[config.mk]
export PLATFORM = sky130hd
export DESIGN_NAME = hex_seq_ctrl_flat
export DESIGN_NICKNAME = d
export VERILOG_FILES = /design/src/rtl/hex_seq_ctrl_if.sv /design/src/rtl/hex_seq_ctrl.sv /design/src/flat_wrapper.sv
export SDC_FILE = /design/constraint.sdc
export NUM_CORES = 1
export LEC_CHECK = 0
export BUFFER_PORTS_ARGS = -buffer_cell sky130_fd_sc_hd__buf_4
export CAP_MARGIN = 20
export CORE_MARGIN = 3
export CORE_UTILIZATION = 45
export DETAILED_ROUTE_END_ITERATION = 7
export REMOVE_ABC_BUFFERS = 1
export SLEW_MARGIN = 20
export SYNTH_ARGS = -nofsm -noshare
export SYNTH_HDL_FRONTEND = slang
export SYNTH_SLANG_ARGS = --single-unit
[constraint.sdc]
create_clock -name clk_i -period 2.3 [get_ports clk_i]
set_clock_uncertainty 0.05 [all_clocks]
set_input_delay 0.115 -clock clk_i [delete_from_list [all_inputs] [get_ports clk_i]]
set_output_delay 0.115 -clock clk_i [all_outputs]
set_load 0.05 [all_outputs]
[src/rtl/hex_seq_ctrl_if.sv]
// Pin bundle for the hex sequence controller: control inputs and display outputs.
// clk (io_in[0]) and rst_n (io_in[1]) are kept as plain scalar ports on the module,
// so only io_in[7:2] is carried here.
interface hex_seq_ctrl_if;
  // [2] run, [3] step, [4] dir, [5] clear, [7:6] rate_sel
  logic [7:2] io_in;
  // [6:0] segments a..g (bit0 = a), [7] tick
  logic [7:0] io_out;

  modport master (output io_in, input io_out);
  modport slave  (input io_in, output io_out);
endinterface

[src/rtl/hex_seq_ctrl.sv]
// Run/pause/step controller driving a hex digit on a seven-segment display.
// Latency: inputs act at the 3rd clock edge after they change; segments are combinational from the count.
// Backpressure: none, pin-level block; every synchronised input is consumed on the cycle it arrives.
module hex_seq_ctrl #(
  parameter int BASE_DIV  = 4,   // base tick period in clocks, period = BASE_DIV << rate_sel
  parameter int MAX_COUNT = 15,  // wrap limit of the count, 1..15
  parameter int PRE_W     = 10   // prescaler width, must hold (BASE_DIV << 3) - 1
) (
  input  logic          clk_i,
  input  logic          rst_n_i,
  hex_seq_ctrl_if.slave pins
);

  typedef enum logic [1:0] {
    ST_IDLE  = 2'd0,
    ST_RUN   = 2'd1,
    ST_PAUSE = 2'd2
  } state_e;

  localparam logic [3:0]       MAX_C  = 4'(MAX_COUNT);
  localparam logic [PRE_W-1:0] BASE_W = PRE_W'(BASE_DIV);

  // Synchroniser chain: two flops on every control input, a third on step for edge detection.
  logic [5:0] sync1_q;
  logic [5:0] sync2_q;
  logic       step3_q;

  // FSM, counter and output registers.
  state_e           state_q, state_d;
  logic [3:0]       cnt_q, cnt_d;
  logic [PRE_W-1:0] pre_q, pre_d;
  logic             tick_q, tick_d;

  // Synchronised views of the pins.
  logic             run_s;
  logic             step_s;
  logic             dir_s;
  logic             clear_s;
  logic [1:0]       rate_s;
  logic             step_pulse;
  logic [PRE_W-1:0] period_m1;
  logic             adv;
  logic [6:0]       seg;

  assign run_s      = sync2_q[0];
  assign step_s     = sync2_q[1];
  assign dir_s      = sync2_q[2];
  assign clear_s    = sync2_q[3];
  assign rate_s     = sync2_q[5:4];
  assign step_pulse = step_s & ~step3_q;

  // Terminal prescaler value for the currently selected rate.
  assign period_m1 = (BASE_W << rate_s) - PRE_W'(1);

  // One advance in the chosen direction, wrapping between 0 and MAX_COUNT.
  function automatic logic [3:0] next_count(input logic [3:0] c, input logic up);
    if (up) begin
      return (c == MAX_C) ? 4'd0 : c + 4'd1;
    end
    return (c == 4'd0) ? MAX_C : c - 4'd1;
  endfunction

  // Bring the asynchronous pins into the clock domain and delay step once more for the edge detect.
  always_ff @(posedge clk_i or negedge rst_n_i) begin
    if (!rst_n_i) begin
      sync1_q <= '0;
      sync2_q <= '0;
      step3_q <= 1'b0;
    end else begin
      sync1_q <= pins.io_in;
      sync2_q <= sync1_q;
      step3_q <= sync2_q[1];
    end
  end

  // State, count, prescaler and tick registers.
  always_ff @(posedge clk_i or negedge rst_n_i) begin
    if (!rst_n_i) begin
      state_q <= ST_IDLE;
      cnt_q   <= 4'd0;
      pre_q   <= '0;
      tick_q  <= 1'b0;
    end else begin
      state_q <= state_d;
      cnt_q   <= cnt_d;
      pre_q   <= pre_d;
      tick_q  <= tick_d;
    end
  end

  // Next state: clear wins, then the RUN prescaler, then a manual step outside RUN.
  always_comb begin
    state_d = state_q;
    cnt_d   = cnt_q;
    pre_d   = pre_q;
    adv     = 1'b0;
    if (clear_s) begin
      state_d = ST_IDLE;
      cnt_d   = 4'd0;
      pre_d   = '0;
    end else begin
      case (state_q)
        ST_RUN: begin
          if (!run_s) begin
            // Leaving RUN takes priority over a coinciding prescaler expiry.
            state_d = ST_PAUSE;
            pre_d   = '0;
          end else if (pre_q >= period_m1) begin
            // >= so that a rate decrease mid-period fires on the next clock.
            adv   = 1'b1;
            pre_d = '0;
          end else begin
            pre_d = pre_q + PRE_W'(1);
          end
        end
        default: begin
          // IDLE and PAUSE: prescaler parked at 0 so the first run tick is a full period away.
          pre_d = '0;
          if (step_pulse) begin
            adv = 1'b1;
          end
          if (run_s) begin
            state_d = ST_RUN;
          end
        end
      endcase
      if (adv) begin
        cnt_d = next_count(cnt_q, dir_s);
      end
    end
  end

  assign tick_d = adv;

  // Hex to seven-segment decode, segment a in bit 0, active-high.
  always_comb begin
    seg = 7'h3F;
    case (cnt_q)
      4'h0: seg = 7'h3F;
      4'h1: seg = 7'h06;
      4'h2: seg = 7'h5B;
      4'h3: seg = 7'h4F;
      4'h4: seg = 7'h66;
      4'h5: seg = 7'h6D;
      4'h6: seg = 7'h7D;
      4'h7: seg = 7'h07;
      4'h8: seg = 7'h7F;
      4'h9: seg = 7'h6F;
      4'hA: seg = 7'h77;
      4'hB: seg = 7'h7C;
      4'hC: seg = 7'h39;
      4'hD: seg = 7'h5E;
      4'hE: seg = 7'h79;
      4'hF: seg = 7'h71;
      default: seg = 7'h3F;
    endcase
  end

  assign pins.io_out = {tick_q, seg};

endmodule

[src/flat_wrapper.sv]
// flat-port wrapper written by rule: the top's interface ports become plain ports
module hex_seq_ctrl_flat 
#(
  parameter int BASE_DIV  = 4,                                                               
  parameter int MAX_COUNT = 15,                                   
  parameter int PRE_W     = 10                                                    
)
  (clk_i, rst_n_i, pins_io_in, pins_io_out);
  hex_seq_ctrl_if pins_i ();
  input  logic clk_i;
  input  logic rst_n_i;
  input wire logic [$bits(pins_i.io_in)-1:0] pins_io_in;
  output wire logic [$bits(pins_i.io_out)-1:0] pins_io_out;
  assign pins_i.io_in = pins_io_in;
  assign pins_io_out = pins_i.io_out;
  hex_seq_ctrl #(.BASE_DIV(BASE_DIV), .MAX_COUNT(MAX_COUNT), .PRE_W(PRE_W)) u_core (.clk_i(clk_i), .rst_n_i(rst_n_i), .pins(pins_i));
endmodule
# Yosys cells after proc, flatten, opt, wreduce, memory -nomap -nowiden
# Memory sizes are Yosys's and may differ from the RTL's.
# Index checks and enable logic that the tools add are counted.
[op_classes] add_sub_neg=4 n_lt_le_gt_ge=1 n_eq_ne=3 shifts=1 mux=23 bitwise=2 reduce_logical=4
[ops] operator="two-way mux 10 bit" count=4
[ops] operator="two-way mux 4 bit" count=6
[ops] operator="adder 10 x 1 -> 10 bit, second input constant" count=1
[ops] operator="greater-or-equal comparator 10 bit" count=1
[ops] operator="<< shifter 3 x 2 -> 10 bit, first input constant" count=1
[ops] operator="subtractor 10 x 1 -> 10 bit, second input constant" count=1
[ops] operator="two-way mux 1 bit" count=9
[ops] operator="two-way mux 2 bit" count=4
[ops] operator="adder 4 x 1 -> 4 bit, second input constant" count=1
[ops] operator="== test 4 bit, second input constant" count=1
[ops] operator="zero test 4 bit" count=1
[ops] operator="subtractor 4 x 1 -> 4 bit, second input constant" count=1
[ops] operator="!= test 3 x 2 -> 1 bit, second input constant" count=1
[ops] operator="nonzero test 3 bit" count=1
[ops] operator="== test 2 x 1 -> 1 bit, second input constant" count=1
[ops] operator="AND reduction 2 bit" count=1
[ops] operator="nonzero test 2 bit" count=1
[ops] operator="bitwise AND 1 bit" count=1
[ops] operator="NOT 1 bit" count=1
[word_totals] ff_bits=30 rom_bits=112 in_bits=8 wordCells=46 n_memories=1
[memory_table] memory="(no name shown)" depth=16 word_bits=7 rd=1 rd_ports_with_merged_regs=0 write_ports=0 line="hex_seq_ctrl.sv:138" source="case (cnt_q)"

# Depth between registers and ports, before layout
[logic_depth] word_depth=12 ltp_mapped=6 mapped_depth_nobuf=6

# Worst setup path after synthesis
# No wires, ideal clock.
[synth_path] path_kind="reg2out" startpoint="reg u_core.cnt_q[0]" endpoint="out pins_io_out[0]" arrival_time_ps=1902 required_time_ps=2135 setup_slack_ps=233 stages_incl_launch_ff=5 n_path_buf=0 cell_sequence="dfrtp_1 > inv_1 > ha_1 > mux2_2 > a21oi_1"
[synth_via] elab_chain_len=1
[synth_rtl] element="start: declaration" line="hex_seq_ctrl.sv:30" source="logic [3:0] cnt_q, cnt_d;"
[synth_rtl] element="start signal: assignment" line="hex_seq_ctrl.sv:85" source="cnt_q <= cnt_d;"
[synth_rtl] element="memory (16 x 7 bit)"
[synth_rtl] element="end: declaration" line="flat_wrapper.sv:13" source="output wire logic [$bits(pins_i.io_out)-1:0] pins_io_out;"
# Every way passes these cells.

# Worst setup path after layout
[layout_path] startpoint="reg u_core.cnt_q[1]" endpoint="out pins_io_out[0]"
# Same word-level chain as after synthesis.

==> flow_metrics.py <==
metrics = {
    "cts": {
        "htreeDepth": 2,
        "cts.sinks": 30,
        "path_clk_slew_ns": 0.10,
        "cts_tree": "done",
        "clk_path_buf_depth": 2,
        "insertion_delay_ns": 0.32,
        "numCtsBuffers": 5,
        "ctsRootBufferMaster": "clkbuf_4",
    },
    "setup_path": {
        "worstSetupEndpoint": "pins_io_out[0]",
        "cp.arrival_ns": 1.89,
        "worstSetupEndpointType": "output port",
        "r2r_end": "u_core.cnt_q[2]",
        "critPathMaxFanout": 8,
        "worstSetupStartpointType": "flop",
        "worstReg2RegStart": "u_core.cnt_q[1]",
        "critPathRequiredTime_ns": 2.13,
        "crit_type": "reg2out",
        "crit_path_start": "u_core.cnt_q[1]",
        "r2r_slack_ns": 0.43,
        "r2r_cells": 6,
    },
    "logic_synthesis": {
        "yosysSeqAreaShare_pct": 49.14,
        "synth_warnings": 0,
        "yosys_most_used_dff": "dfrtp_1",
        "synth-seq-cells": 30,
        "synth.largest_area_cell": "dfrtp_1",
        "synth_cell_types": 42,
        "synth_common_cells": "dfrtp_1 (30), nor2_1 (17), ha_1 (13)",
        "netlist_area_um2": 1528,
        "synth_top_area_share_pct": 49.14,
        "synthArstFlopShare_pct": 100.0,
        "synth_edf_count": 0,
        "syn_avg_cell_area_um2": 10.54,
        "synth_most_common_cell": "dfrtp_1",
        "yosys-top-cells-area": "dfrtp_1 (49%), ha_1 (11%), nor2_1 (4.2%), mux2i_1 (3.3%), nand2_1 (2.7%)",
        "synthCells": 145,
    },
    "grt": {
        "grt_pass1_vias": 1088,
        "grt.overflow.total": 0,
        "grtUsageTotal_pct": 15.10,
        "grt_pass1_wl_mm": 4.899,
        "grt_max_degree": 31,
        "antenna_found_initial": 0,
    },
    "pwr": {
        "p_leak_nw": 0.8467,
        "power.total_mw": 1.229,
        "ir_drop_mv": 0.3921,
        "powerDensity_nw_per_um2": 671.8,
    },
    "placed_design": {
        "hpwl_mm": 1.913,
        "gp_congestion": 0.8201,
        "port_buffers": 15,
        "dp_slack_ns": 0.4189,
    },
    "timing": {
        "tns_ns": 0,
        "period_share_pct": 89.36,
        "finalSetupViolations": 0,
        "post-route-min-period_ns": 2.055,
        "fmax_ghz": 0.4866,
        "drv_slew": 0,
        "worst_slack_ns": 0.2448,
        "rsz0062_at_grt": "no",
        "hold_viol": 0,
    },
    "floorplanning": {
        "coreArea_um2": 3153,
        "die_area_um2": 4130,
        "io_pins": 16,
        "rows": 20,
        "die_w_um": 64.27,
        "die_y_um": 64.27,
        "initial_core_util_pct": 48.45,
    },
    "route": {
        "firstDrtPassIters": 4,
        "drc": 0,
        "drtAntennaViolNets": 0,
        "detailroute.via_count": 1106,
        "drt-initial-drc-count": 57,
        "wire_per_inst_um": 12.11,
        "wirelength_mm": 2.651,
        "viasPerCell": 5.050,
    },
    "final_layout": {
        "multi_input_area_um2": 723.2,
        "drive_above_1_share_pct": 18.29,
        "final_nets": 195,
        "n_antenna_cell": 0,
        "areaGrowthSynthToFinish_pct": 19.74,
        "seq_area_um2": 752.0,
        "nFillCells": 304,
    },
    "job": {
        "drv_cap": 0,
    },
    "status": {
        "outcome": "completed",
    },
    "worst_hold_path": {
        "worstHoldPathType": "in2async",
    },
}
[critical path, stage by stage, from the launching register on]
cell and delay [ns]:
dfrtp_1 0.47, inv_1 0.16, ha_1 0.30, mux2_2 0.29
a21oi_1 0.14, buf_4 0.21
[cell families (layout without fill, tap and decap cells)]
| kind of cell | Yosys count | count (layout) | synth area share (%) |
|---|---|---|---|
| AOI/OAI and AO/OA | 28 | 28 | 12.69 |
| xor gates and xnor gates | 5 | 5 | 2.867 |
| adders and majority gates | 13 | 13 | 10.65 |
| buffers and inverters | 13 | 41 | 4.013 |
| DFF | 30 | 30 | 49.14 |
| muxes | 7 | 7 | 4.750 |
| other | 2 | 4 | 0.4916 |
| and+or+nand+nor | 47 | 47 | 15.40 |
[metal layers]
| layer | share of wire, % | routed length [um] | GRT usage, % |
|---|---|---|---|
| met2 | 48 | 1262 | 23.97 |
| met5 | 0 | 0 | 0 |
| met3 | 4.8 | 128 | 5.975 |
| met4 | 0.87 | 23 | 3.958 |
| met1 | 47 | 1236 | 19.17 |
[registers in the layout, summed over array words and instances, names as in the netlist]
register        count
u_core.state_q      2
u_core.tick_q       1
u_core.sync1_q      6
u_core.pre_q       10
u_core.cnt_q        4
u_core.sync2_q      6
u_core.step3_q      1
[worst min-delay path by stage]
stage / endpoint / depth (start not counted) / from / slack, ns
2_1_floorplan: u_core.cnt_q[0] / 0 / rst_n_i / -0.23
3_3_place_gp: u_core.cnt_q[3] / 1 / rst_n_i / 0.01
3_5_place_dp: u_core.cnt_q[3] / 1 / rst_n_i / 0.01
4_1_cts: u_core.pre_q[2] / 2 / rst_n_i / 0.20
5_1_grt: u_core.pre_q[2] / 2 / rst_n_i / 0.22
6_report: u_core.pre_q[2] / 2 / rst_n_i / 0.19
[per-stage QoR]
stage / hold slack (ns) / utilization [%] / cell area [um2] / cells
after global placement: 0.01181 / 53.73 / 1694 / 204
after CTS: 0.2012 / 57.98 / 1828 / 219
after floorplan: -0.2306 / - / 1504 / 142
after detailed placement: 0.01364 / 53.73 / 1694 / 204
final: 0.1860 / 58.02 / 1829 / 219
after global routing: 0.2191 / 58.02 / 1829 / 219
[cell usage in the layout (no fill, tap or decap), types with 2 or more instances in the layout]
master         synthesis  routed
dfrtp_1               30      29
buf_4                  1      18
nor2_1                17      17
ha_1                  13      13
nand2_1               11      11
inv_1                  8       8
a21oi_1                8       8
dlygate4sd3_1          0       7
o21ai_0                5       5
mux2i_1                5       5
clkbuf_4               0       5
conb_1                 2       4
nor2b_1                3       3
xnor2_1                3       3
nand2b_1               3       3
o211ai_1               2       2
and3_1                 2       2
nand3_1                2       2
xor2_1                 2       2
nor3_1                 2       2
a31oi_1                2       2
[final cells by class]
class                      count  area share, %
sequential                    30          41.11
multi-input combinational    104          39.54
timing repair buffer          25          11.22
tap                           44          3.010
clock buffer                   6          2.804
inverter                       8          1.642
clock inverter                 2         0.6840
[where the power goes]
part / internal (mW) / switching, mW
combinational: 0.123 / 0.196
sequential: 0.551 / 0.0304
clock: 0.147 / 0.181
total: 0.821 / 0.407
[what timing repair did]
action | CTS | global route
endpoints found under the setup margin | 0 | 1
endpoints found under the hold margin | 36 | 0
resized for setup | 0 | 1
buffers inserted | 0 | 0
hold buffers | 7 | 0
(Power assumes the default switching activity.)
